## src/rtl/fetch_ctrl_pkg.sv

```systemverilog
`default_nettype none
// ============================================================================
//  Module      : fetch_ctrl_pkg
//  Description : Shared widths, state encoding and helpers for the CPU16
//                instruction-fetch sequencer.
//  Revision    : 1.0  initial release
// ============================================================================
package fetch_ctrl_pkg;

   // Default PC / ROM address width and instruction word width
   localparam int C_ADDR_W = 16;
   localparam int C_DATA_W = 16;

   // Fetch sequencer states
   typedef enum logic [2:0] {
      ST_IDLE   = 3'd0,  // first cycle after reset
      ST_SETTLE = 3'd1,  // wait for pc_addr to reflect the last inc/load
      ST_REQ    = 3'd2,  // ROM read outstanding, result wanted
      ST_HOLD   = 3'd3,  // fetched word presented to decode
      ST_DRAIN  = 3'd4   // ROM read outstanding, result to be discarded
   } fetch_state_t;

   // True in the states where an rom_ack belongs to a request we issued
   function automatic logic rom_owned(input fetch_state_t s);
      return (s == ST_REQ) || (s == ST_DRAIN);
   endfunction

endpackage : fetch_ctrl_pkg
`default_nettype wire

```

## src/rtl/fetch_ctrl.sv

```systemverilog
`default_nettype none
// ============================================================================
//  Module      : fetch_ctrl
//  Description : Instruction-fetch sequencer. Captures the PC address, reads
//                ROM over req/ack, hands words to decode over valid/ready and
//                redirects the PC on taken jumps, flushing wrong-path fetches.
//  Revision    : 1.0  initial release
// ============================================================================
module fetch_ctrl
   import fetch_ctrl_pkg::*;
#(
   parameter int ADDR_W = C_ADDR_W,
   parameter int DATA_W = C_DATA_W
)
(
   input  logic              clock,
   input  logic              reset,
   input  logic [ADDR_W-1:0] pc_addr,
   output logic              pc_load,
   output logic              pc_inc,
   output logic [ADDR_W-1:0] pc_target,
   output logic              rom_req,
   output logic [ADDR_W-1:0] rom_addr,
   input  logic              rom_ack,
   input  logic [DATA_W-1:0] rom_data,
   output logic              instr_valid,
   output logic [DATA_W-1:0] instr,
   input  logic              instr_ready,
   input  logic              jmp_req,
   input  logic [ADDR_W-1:0] jmp_target
);

   // Registered state and outputs
   fetch_state_t      r_state;
   logic              r_pc_load;
   logic              r_pc_inc;
   logic [ADDR_W-1:0] r_pc_target;
   logic              r_rom_req;
   logic [ADDR_W-1:0] r_rom_addr;
   logic              r_instr_valid;
   logic [DATA_W-1:0] r_instr;

   // Next-state values
   fetch_state_t      w_state;
   logic              w_pc_load;
   logic              w_pc_inc;
   logic [ADDR_W-1:0] w_pc_target;
   logic              w_rom_req;
   logic [ADDR_W-1:0] w_rom_addr;
   logic              w_instr_valid;
   logic [DATA_W-1:0] w_instr;

   // A pc_load/pc_inc pulse currently on the outputs has not reached the PC
   // yet, so pc_addr is stale for one more cycle.
   logic              w_pc_busy;
   // rom_ack that answers a request we actually issued
   logic              w_ack_live;

   assign w_pc_busy  = r_pc_load | r_pc_inc;
   assign w_ack_live = rom_ack & rom_owned(r_state);

   // Next-state and next-output decode; jmp_req > rom_ack > instr_ready
   always_comb begin
      w_state       = r_state;
      w_pc_load     = 1'b0;
      w_pc_inc      = 1'b0;
      w_pc_target   = r_pc_target;
      w_rom_req     = r_rom_req;
      w_rom_addr    = r_rom_addr;
      w_instr_valid = r_instr_valid;
      w_instr       = r_instr;

      case (r_state)
         ST_IDLE: begin
            w_state = ST_SETTLE;
         end

         ST_SETTLE: begin
            if (jmp_req) begin
               w_pc_load   = 1'b1;
               w_pc_target = jmp_target;
            end else if (!w_pc_busy) begin
               w_rom_addr = pc_addr;
               w_rom_req  = 1'b1;
               w_state    = ST_REQ;
            end
         end

         ST_REQ: begin
            if (jmp_req) begin
               w_pc_load   = 1'b1;
               w_pc_target = jmp_target;
               if (w_ack_live) begin
                  // Wrong-path data arrived with the jump: drop it
                  w_rom_req = 1'b0;
                  w_state   = ST_SETTLE;
               end else begin
                  // Leave the request outstanding and discard its answer later
                  w_state = ST_DRAIN;
               end
            end else if (w_ack_live) begin
               w_instr       = rom_data;
               w_instr_valid = 1'b1;
               w_pc_inc      = 1'b1;
               w_rom_req     = 1'b0;
               w_state       = ST_HOLD;
            end
         end

         ST_HOLD: begin
            if (jmp_req) begin
               // Held word is wrong-path; it is withdrawn, not handed over
               w_instr_valid = 1'b0;
               w_pc_load     = 1'b1;
               w_pc_target   = jmp_target;
               w_state       = ST_SETTLE;
            end else if (instr_ready) begin
               w_instr_valid = 1'b0;
               w_state       = ST_SETTLE;
            end
         end

         ST_DRAIN: begin
            if (jmp_req) begin
               // Latest jump wins
               w_pc_load   = 1'b1;
               w_pc_target = jmp_target;
            end
            if (w_ack_live) begin
               w_rom_req = 1'b0;
               w_state   = ST_SETTLE;
            end
         end

         default: begin
            w_state       = ST_IDLE;
            w_rom_req     = 1'b0;
            w_instr_valid = 1'b0;
         end
      endcase
   end

   // State and output registers with synchronous reset
   always_ff @(posedge clock) begin
      if (reset) begin
         r_state       <= ST_IDLE;
         r_pc_load     <= 1'b0;
         r_pc_inc      <= 1'b0;
         r_pc_target   <= '0;
         r_rom_req     <= 1'b0;
         r_rom_addr    <= '0;
         r_instr_valid <= 1'b0;
         r_instr       <= '0;
      end else begin
         r_state       <= w_state;
         r_pc_load     <= w_pc_load;
         r_pc_inc      <= w_pc_inc;
         r_pc_target   <= w_pc_target;
         r_rom_req     <= w_rom_req;
         r_rom_addr    <= w_rom_addr;
         r_instr_valid <= w_instr_valid;
         r_instr       <= w_instr;
      end
   end

   assign pc_load     = r_pc_load;
   assign pc_inc      = r_pc_inc;
   assign pc_target   = r_pc_target;
   assign rom_req     = r_rom_req;
   assign rom_addr    = r_rom_addr;
   assign instr_valid = r_instr_valid;
   assign instr       = r_instr;

endmodule : fetch_ctrl
`default_nettype wire

```

## config.mk

```make
export PLATFORM = sky130hd
export DESIGN_NAME = fetch_ctrl
export DESIGN_NICKNAME = d
export VERILOG_FILES = /design/src/rtl/fetch_ctrl_pkg.sv /design/src/rtl/fetch_ctrl.sv
export SDC_FILE = /design/constraint.sdc
export NUM_CORES = 1
export LEC_CHECK = 0
export ABC_AREA = 1
export CAP_MARGIN = 20
export CELL_PAD_IN_SITES_DETAIL_PLACEMENT = 0
export CELL_PAD_IN_SITES_GLOBAL_PLACEMENT = 2
export CORE_MARGIN = 1.5
export CORE_UTILIZATION = 21
export DETAILED_ROUTE_END_ITERATION = 12
export GPL_TIMING_DRIVEN = 0
export PLACE_DENSITY = 0.82
export SYNTH_ARGS = -nofsm -noshare
export SYNTH_HDL_FRONTEND = slang
export SYNTH_SLANG_ARGS = --single-unit
```

## constraint.sdc

```tcl
create_clock -name clock -period 1.6 [get_ports clock]
set_input_delay 0.16 -clock clock [delete_from_list [all_inputs] [get_ports clock]]
set_output_delay 0.16 -clock clock [all_outputs]
set_load 0.01 [all_outputs]
```

==> flow_summary_export.csv, run 1 <==
group,metric,value,unit
outcome,status,"finished, final reports clean",
critical_path,crit_arrival,1.61,ns
synth,synth_edf_count,0,
synth,synthFlopType,"dfxtp_1",
timing,tightest_slew,0.569,ns
critical_path,timing.rr.start,"r_state[2]",
global_route,grt_pass1_vias,2140,
finish,layout.nets,441,
drt,drt_wl_total,6.28,mm
cts,clk_pin_slew_worst_paths,0.10,ns
critical_path,worstPathCellList,"inv_1 > a21oi_4 > o21ai_4 > buf_6 > nand2_1 > a21oi_1",
floorplan,num_io_pins,105,
critical_path,cp.required,1.78,ns
critical_path,critical_path.slowest_cell,"dfxtp_1",
critical_path,cp-start-kind,"flip-flop",
cts,clockBufferDepth,2,
drt,avgRoutedWirePerCell,12.0,um
place,portBuffers,103,
critical_path,ff2ff_setup_slack,0.17,ns
critical_path,crit_family,"compound AO/OA/AOI/OAI gates",
job,drv_cap,0,
critical_path,reg2regPathDepth,6,
cts,cts_tree,"yes",
critical_path,worst-path-buf-inv,2,
global_route,antenna_found_initial,0,
drt,drc,0,
power,finalPower,0.00376,W
synth,synth_commonest_cells,"102 x nand2_1, 55 x dfxtp_1, 53 x a21oi_1, 16 x o211ai_1, 9 x nor2_1",
timing,finalClockSkew,0.00802,ns
finish,synthToLayoutAreaGrowth,61.6,%
timing,fmaxAchievable,0.698,GHz
timing,slew_violations,0,
floorplan,die_h,105,um
finish,utilization,35.3,%
hold_path,hold_path_class,"in2reg",
timing,maxSlewHeadroom,62.1,%
cts,clkSinkCount,55,
floorplan,initial_core_util,21.9,%
critical_path,crit_fanout,10,
power,power.leakage,1.23,nW
synth,post_synth_num_cell_types,19,
floorplan,core_area,9910,sq um
power,power.density,1070,nW/um^2
critical_path,r2r_end,"pc_target[4]",
global_route,grt_pass1_wl,10.4,mm
synth,synthArstFlopShare,0,%
drt,vias_per_cell,4.13,
hold_path,hp-start,"reset",
cts,cts_root_buf,"clkbuf_8",
hold_path,holdPathStages,2,
synth,syn_nets,329,
cts,clk_latency,0.30,ns
synth,synth_area,2170,sq um
floorplan,dieArea,10900,sq um
cts,htree_num_levels,2,
timing,hold_viol,0,
synth,ys_ff_latch,55,
drt,drt_iter0_drc,57,
timing,rsz0062_at_grt,"no",
drt,drt-pass1-iter-count,4,
synth,yosysSeqAreaShare,50.8,%
finish,drive_above_1_share,8.48,%
timing,finalSetupViolations,0,
synth,yosys_warnings,0,
floorplan,die_x,105,um
critical_path,cpPeakStageDelay,0.42,ns
synth,yosys.area.top_type,"dfxtp_1",
synth,syn_avg_cell_area,7.85,sq um
synth,netlist_instances,276,
global_route,track_usage,11.6,%
critical_path,worstSetupEndpointType,"flip-flop",
place,place.gp.congestion,0.736,
cts,cts_inserted_buffers,5,
hold_path,hold_path_end,"instr[7]",
global_route,grt_max_degree,17,
drt,ant_nets,0,
place,post-dp-hpwl,4.59,mm
critical_path,criticalPathCategory,"reg2reg",
global_route,overflow,0,
drt,vias,2155,
timing,post-route-period-util,89.5,%
finish,instances_no_fill,522,
timing,min_period,1.43,ns
place,dp.cells,512,
power,peakVddDrop,0.000461,V
synth,synth_top_area_share,50.8,%
floorplan,rows,36,
finish,diodes,0,
synth,synth.area.top_cells,"dfxtp_1 51%, nand2_1 18%, a21oi_1 12%, o211ai_1 5.5%, buf_6 2.1%",
synth,synth_most_common_cell,"nand2_1",
state kept, by name (all words and copies together) (netlist names):
name,cells
rom_addr,16
instr_valid,1
pc_load,1
rom_req,1
instr,16
pc_inc,1
pc_target,16
r_state,3
power by group:
part	internal (W)	switching (W)	leakage [nW]
clock network	0.000507	0.000448	0.0612
logic	0.000587	0.000613	0.719
registers	0.00151	0.0000886	0.447
layout by cell type, fill, tap and decap left out:
cell type,n
nand3_4,1
nor2_4,1
buf_6,4
buf_2,2
nor2_2,2
nand2_1,102
inv_4,1
dfxtp_2,2
o211ai_1,16
dfxtp_1,53
clkdlybuf4s50_1,103
bufinv_16,1
clkinv_2,1
o21ai_4,1
clkbuf_8,6
o21ai_0,2
a21oi_4,1
nor2_1,9
clkbuf_1,5
buf_4,6
nand3_1,6
a21oi_1,53
inv_2,4
buf_1,1
inv_1,6
worst max path at each step:
stage | depth (start not counted) | slack (ns) | end | start
2_1_floorplan | 9 | 0.37 | rom_addr[10] | r_state[1]
3_3_place_gp | 8 | -0.26 | rom_addr[7] | jmp_req
3_5_place_dp | 8 | -0.25 | rom_addr[6] | jmp_req
4_1_cts | 8 | 0.09 | rom_addr[6] | jmp_req
5_1_grt | 6 | 0.02 | pc_target[1] | r_state[2]
6_report | 6 | 0.17 | pc_target[4] | r_state[2]
layout make-up:
cell class,instances,area (sq um)
plain buffers,16,108
flip-flops and latches,55,1100
well taps,133,166
repair buffers,105,1050
clock buffers,6,82.6
multi-input cells,194,916
fillers,1088,6410
clock inverters,2,35.0
inverters,11,43.8
routing by layer:
layer | up-vias | track usage [%] | wire length [um]
li1 | 1133 | - | -
met1 | 956 | 14.6 | 2930
met2 | 61 | 18.8 | 2890
met3 | 5 | 3.62 | 407
met4 | 0 | 3.27 | 51
met5 | - | 0 | 0
metrics by stage:
| stage | area, sq um | hold WS [ns] | setup TNS [ns] | setup slack (ns) |
|---|---|---|---|---|
| floorplan | 2170 | 0.303 | 0 | 0.373 |
| global placement | 3360 | 0.449 | -5.12 | -0.259 |
| detailed placement | 3360 | 0.450 | -4.61 | -0.252 |
| CTS | 3480 | 0.292 | 0 | 0.0873 |
| global route | 3500 | 0.336 | 0 | 0.0159 |
| finish | 3500 | 0.287 | 0 | 0.168 |
what timing repair did:
action	in CTS	in global routing
endpoints found under the hold margin	0	0
gates resized for setup	0	4
endpoints found under the setup margin	0	13
buffers inserted	0	2
hold buffers	0	0
logic make-up after synthesis:
kind of cell,Yosys count,synth area share [%]
AND/OR/NAND/NOR,121,22.5
AO/OA/AOI/OAI,73,19.8
buffers and inverters,27,6.87
flip-flops,55,50.8
(Power assumes the default switching activity.)
==> run 2, diff against run 1 <==
Settings changed: CORE_UTILIZATION 21 to 23, MAX_ROUTING_LAYER set to met4, PLACE_DENSITY 0.82 to 0.89.
Clock period 1.6 ns to 1.7 ns, I/O delays scaled along.
==> run 2 against run 1 <==
Effect of this change: global-route usage up 1.1 points; design area decreased by 1.9%; die area shrank 8.4%; worst hold slack improved by 0.0060 ns; sequential cell count is the same; critical path type is now in2reg; largest cell class unchanged; highest routed layer unchanged.
==> flow_summary_export.csv, run 2 (same netlist as run 1, synthesis figures left out) <==
group,metric,value,unit
timing,slew_violations,0,
critical_path,worstSetupEndpointType,"flip-flop",
cts,hold_buffers,0,
timing,post-route-period-util,90.4,%
global_route,grt_pass1_wl,9.92,mm
finish,finish.instance_area,3440,sq um
place,dp_slack,-0.174,ns
place,place_area,3340,sq um
timing,hold_slack,0.293,ns
floorplan,rows,35,
finish,utilization,37.4,%
cts,cts_tree,"yes",
drt,drc,0,
floorplan,initial_core_util,23.6,%
global_route,overflow,0,
floorplan,die_h,100,um
finish,diodes,0,
timing,fmaxAchievable,0.650,GHz
cts,post_cts_buffers,0,
cts,clkSinkCount,55,
finish,mostFrequentLayoutCells,"103 x clkdlybuf4s50_1, 102 x nand2_1, 55 x dfxtp_1",
drt,drt-pass1-iter-count,4,
timing,maxSlewHeadroom,63.8,%
timing,hold_viol,0,
floorplan,dieArea,10000,sq um
critical_path,crit_fanout,10,
outcome,status,"finished, final reports clean",
power,power.switching,0.00107,W
power,power.share.switching,31.5,%
floorplan,core_area,9200,sq um
finish,synthToLayoutAreaGrowth,58.6,%
cts,clk_pin_slew_worst_paths,0.10,ns
power,seqPwrFrac,44.2,%
global_route,grt_max_degree,16,
floorplan,die_x,100,um
job,drv_cap,0,
cts,clk_latency,0.31,ns
power,power.internal,0.00233,W
hold_path,hold_path_class,"in2reg",
global_route,grt_pass1_vias,2080,
finish,drive_above_1_share,6.98,%
place,place.gp.congestion,0.753,
power,pwr-share-clk,23.3,%
critical_path,cp.required,1.88,ns
power,peakVddDrop,0.000438,V
timing,timing.final.ws_setup,0.163,ns
cts,clockBufferDepth,2,
drt,vias,2179,
critical_path,crit_arrival,1.72,ns
cts,cts_root_buf,"clkbuf_8",
power,power.density,991,nW/um^2
power,power.leakage,1.21,nW
critical_path,criticalPathCategory,"in2reg",
drt,ant_nets,0,
timing,min_period,1.54,ns
cts,cts_inserted_buffers,5,
global_route,antenna_found_initial,0,
power,p_comb_share,32.4,%
drt,avgRoutedWirePerCell,12.3,um
timing,rsz0062_at_grt,"no",
drt,drt_iter0_drc,46,
place,portBuffers,103,
timing,tns,0,ns
floorplan,num_io_pins,105,
timing,finalClockSkew,0.00817,ns
drt,vias_per_cell,4.38,
place,post-dp-hpwl,4.49,mm
timing,tightest_slew,0.543,ns
drt,drt_wl_total,6.10,mm
global_route,track_usage,12.6,%
critical_path,cp-start-kind,"input port",
cts,htree_num_levels,2,
finish,layout.nets,439,
timing,finalSetupViolations,0,
finish,fillers,967,
finish,mostFrequentLayoutCell,"clkdlybuf4s50_1",
cts,cts_resized,0,
==> run 2: final timing paths <==
kind                               startpoint             to  slack (ns)  depth (start not counted)
worst max register to register     r_state[1]    rom_addr[9]        0.23                          9
worst max-delay path                  jmp_req    rom_addr[9]        0.16                          8
worst min-delay path                    reset      instr[10]        0.29                          2
worst min register to register  pc_target[11]  pc_target[11]        0.47                          2
==> run 2: power by group through the flow <==
stage / Clock [W] / Combinational [W] / Sequential [W]
floorplan: 0 / 0.000571 / 0.00158
global placement: 0 / 0.00111 / 0.00154
detailed placement: 0 / 0.00112 / 0.00154
CTS: 0.000840 / 0.00112 / 0.00151
global route: 0.000883 / 0.00122 / 0.00153
finish: 0.000795 / 0.00110 / 0.00151
==> run 2: critical path: stages <==
cell and delay [ns]:
clkdlybuf4s50_1 0.46, inv_1 0.26, nand2_1 0.17, nor2_4 0.25
inv_2 0.12, buf_6 0.16, nand2_1 0.06, a21oi_1 0.06
==> run 2: per-layer routing <==
metal,up-vias,routed length [um],global-route usage (%)
li1,1121,-,-
met1,983,2840,16.3
met2,68,2810,19.5
met3,7,415,3.55
met4,0,36,3.25
met5,-,0,-
==> run 2: metrics by stage <==
| step | total power (W) | instances |
|---|---|---|
| after floorplan | 0.00215 | 276 |
| after global placement | 0.00265 | 490 |
| after detailed placement | 0.00266 | 490 |
| after CTS | 0.00348 | 498 |
| after global routing | 0.00363 | 498 |
| final | 0.00341 | 498 |
==> run 2: final cells by class <==
cell class / instances / area, sq um / area share [%]
flip-flops and latches: 55 / 1100 / 32.0
repair buffers: 103 / 1030 / 30.0
multi-input cells: 194 / 916 / 26.7
well taps: 111 / 139 / 4.04
plain buffers: 16 / 108 / 3.13
clock buffers: 8 / 100 / 2.91
inverters: 11 / 41.3 / 1.20
==> run 3, diff against run 2 <==
Settings changed: REMOVE_ABC_BUFFERS set to 1.
==> run 3 against run 2 <==
Effect of this change: wire length decreased by 2.1%; maximum frequency increased by 0.46%; combinational power about the same; power increased by 3.3%; die area unchanged; via count decreased by 1.4%; sequential power about the same; sequential share of layout area decreased by 0.27 points; cell count decreased by 1.0%; critical path depth decreased by 2; setup slack improved by 0.0070 ns; clock skew increased by 0.00080 ns.
==> flow_summary_export.csv, run 3 (same netlist as run 1, synthesis figures left out) <==
group,metric,value,unit
critical_path,criticalPathCategory,"reg2reg",
cts,hold_buffers,0,
place,place.gp.congestion,0.805,
place,portBuffers,104,
global_route,grt_max_degree,48,
timing,maxSlewHeadroom,60.3,%
timing,hold_viol,0,
cts,cts_tree,"yes",
global_route,antenna_found_initial,0,
critical_path,worst-path-buf-inv,1,
finish,finish.instance_area,3460,sq um
floorplan,core_area,9200,sq um
place,dp.cells,476,
cts,clk_pin_slew_worst_paths,0.11,ns
timing,tightest_slew,0.595,ns
global_route,grt_pass1_vias,2116,
power,peakVddDrop,0.000524,V
global_route,grt_pass1_wl,9.58,mm
finish,synthToLayoutAreaGrowth,60.0,%
critical_path,ff2ff_setup_slack,0.17,ns
floorplan,dieArea,10000,sq um
drt,drc,0,
finish,mostFrequentLayoutCell,"clkdlybuf4s50_1",
timing,hold_slack,0.155,ns
drt,drt-pass1-iter-count,4,
timing,finalSetupViolations,0,
place,place_area,3250,sq um
drt,drt_wl_total,5.98,mm
power,finalPower,0.00352,W
critical_path,crit_arrival,1.77,ns
power,power.leakage,1.21,nW
critical_path,critical_path.slowest_cell,"nor2_4",
global_route,track_usage,12.1,%
cts,cts_inserted_buffers,5,
cts,clk_latency,0.31,ns
floorplan,num_io_pins,105,
outcome,status,"finished, final reports clean",
finish,layout.nets,434,
job,drv_cap,0,
timing,min_period,1.53,ns
timing,fmaxAchievable,0.653,GHz
critical_path,cpPeakStageDelay,0.49,ns
cts,cts_root_buf,"clkbuf_8",
finish,diodes,0,
drt,ant_nets,0,
critical_path,worstPathCellList,"nor2_4 > a21oi_4 > o21ai_4 > buf_12 > nand2_1 > a21oi_1",
timing,rsz0062_at_grt,"no",
drt,vias_per_cell,4.36,
floorplan,rows,35,
floorplan,die_x,100,um
power,power.density,1020,nW/um^2
hold_path,hold_path_class,"in2reg",
finish,utilization,37.7,%
drt,vias,2149,
critical_path,crit_fanout,22,
finish,instances_no_fill,493,
finish,mostFrequentLayoutCells,"103 x clkdlybuf4s50_1, 101 x nand2_1, 55 x dfxtp_1",
drt,avgRoutedWirePerCell,12.1,um
critical_path,worstSetupEndpointType,"flip-flop",
floorplan,die_h,100,um
critical_path,cp-start-kind,"flip-flop",
cts,htree_num_levels,2,
timing,finalClockSkew,0.00898,ns
critical_path,crit_family,"simple AND/OR/NAND/NOR gates",
cts,clockBufferDepth,2,
global_route,overflow,0,
place,post-dp-hpwl,4.00,mm
timing,slew_violations,0,
cts,clkSinkCount,55,
timing,post-route-period-util,90.0,%
drt,drt_iter0_drc,48,
finish,drive_above_1_share,8.12,%
critical_path,cp.required,1.94,ns
floorplan,initial_core_util,23.6,%
## run 3: cell count changes in the layout (fill, tap and decap cells not counted), moves of 2 or more
cell	before	now
clkbuf_1	6	0
buf_12	0	2
clkbuf_8	7	5
buf_4	4	7
clkinvlp_4	0	2
buf_6	4	0
## run 3: per-layer routing
| layer | GRT usage [%] | up-vias | routed length, um | part of all wire [%] |
|---|---|---|---|---|
| li1 | - | 1113 | - | - |
| met4 | 3.03 | 0 | 17 | 0.28 |
| met5 | - | - | 0 | 0 |
| met3 | 3.62 | 2 | 399 | 6.7 |
| met2 | 20.0 | 68 | 2790 | 47 |
| met1 | 14.5 | 966 | 2760 | 46 |
## run 3: metrics by stage
step / setup WS, ns / setup TNS [ns]
2_1_floorplan: 0.0992 / 0
3_3_place_gp: -0.766 / -39.00
3_5_place_dp: -0.402 / -12.33
4_1_cts: 0.0483 / 0
5_1_grt: 0.00888 / 0
6_report: 0.170 / 0
## run 3: worst paths after layout
kind	to	cells after the start	startpoint
min	rom_addr[14]	2	reset
min reg2reg	pc_target[8]	2	pc_target[8]
max reg2reg	pc_target[2]	6	r_state[1]
max	pc_target[2]	6	r_state[1]
## run 3: area by class of cell
class                   count  area, sq um
inverters                  11         52.6
repair inverters            1         5.00
multi-input cells         194          923
clock buffers               5         68.8
repair buffers            113         1130
well taps                 111          139
fillers                   985         5730
clock inverters             3         46.3
flip-flops and latches     55         1100
## run 3: where the power goes
group / internal, W / switching, W / leakage (nW) / total, W
logic: 0.000538 / 0.000562 / 0.713 / 0.00110
clock network: 0.000445 / 0.000464 / 0.0548 / 0.000909
registers: 0.00142 / 0.0000889 / 0.447 / 0.00151
## run 3: repair_timing
action,CTS,global route
hold endpoints to repair,0,0
gates resized for setup,1,6
cloned,0,1
pin swaps,1,2
buffers inserted,2,6
endpoints found under the setup margin,21,50
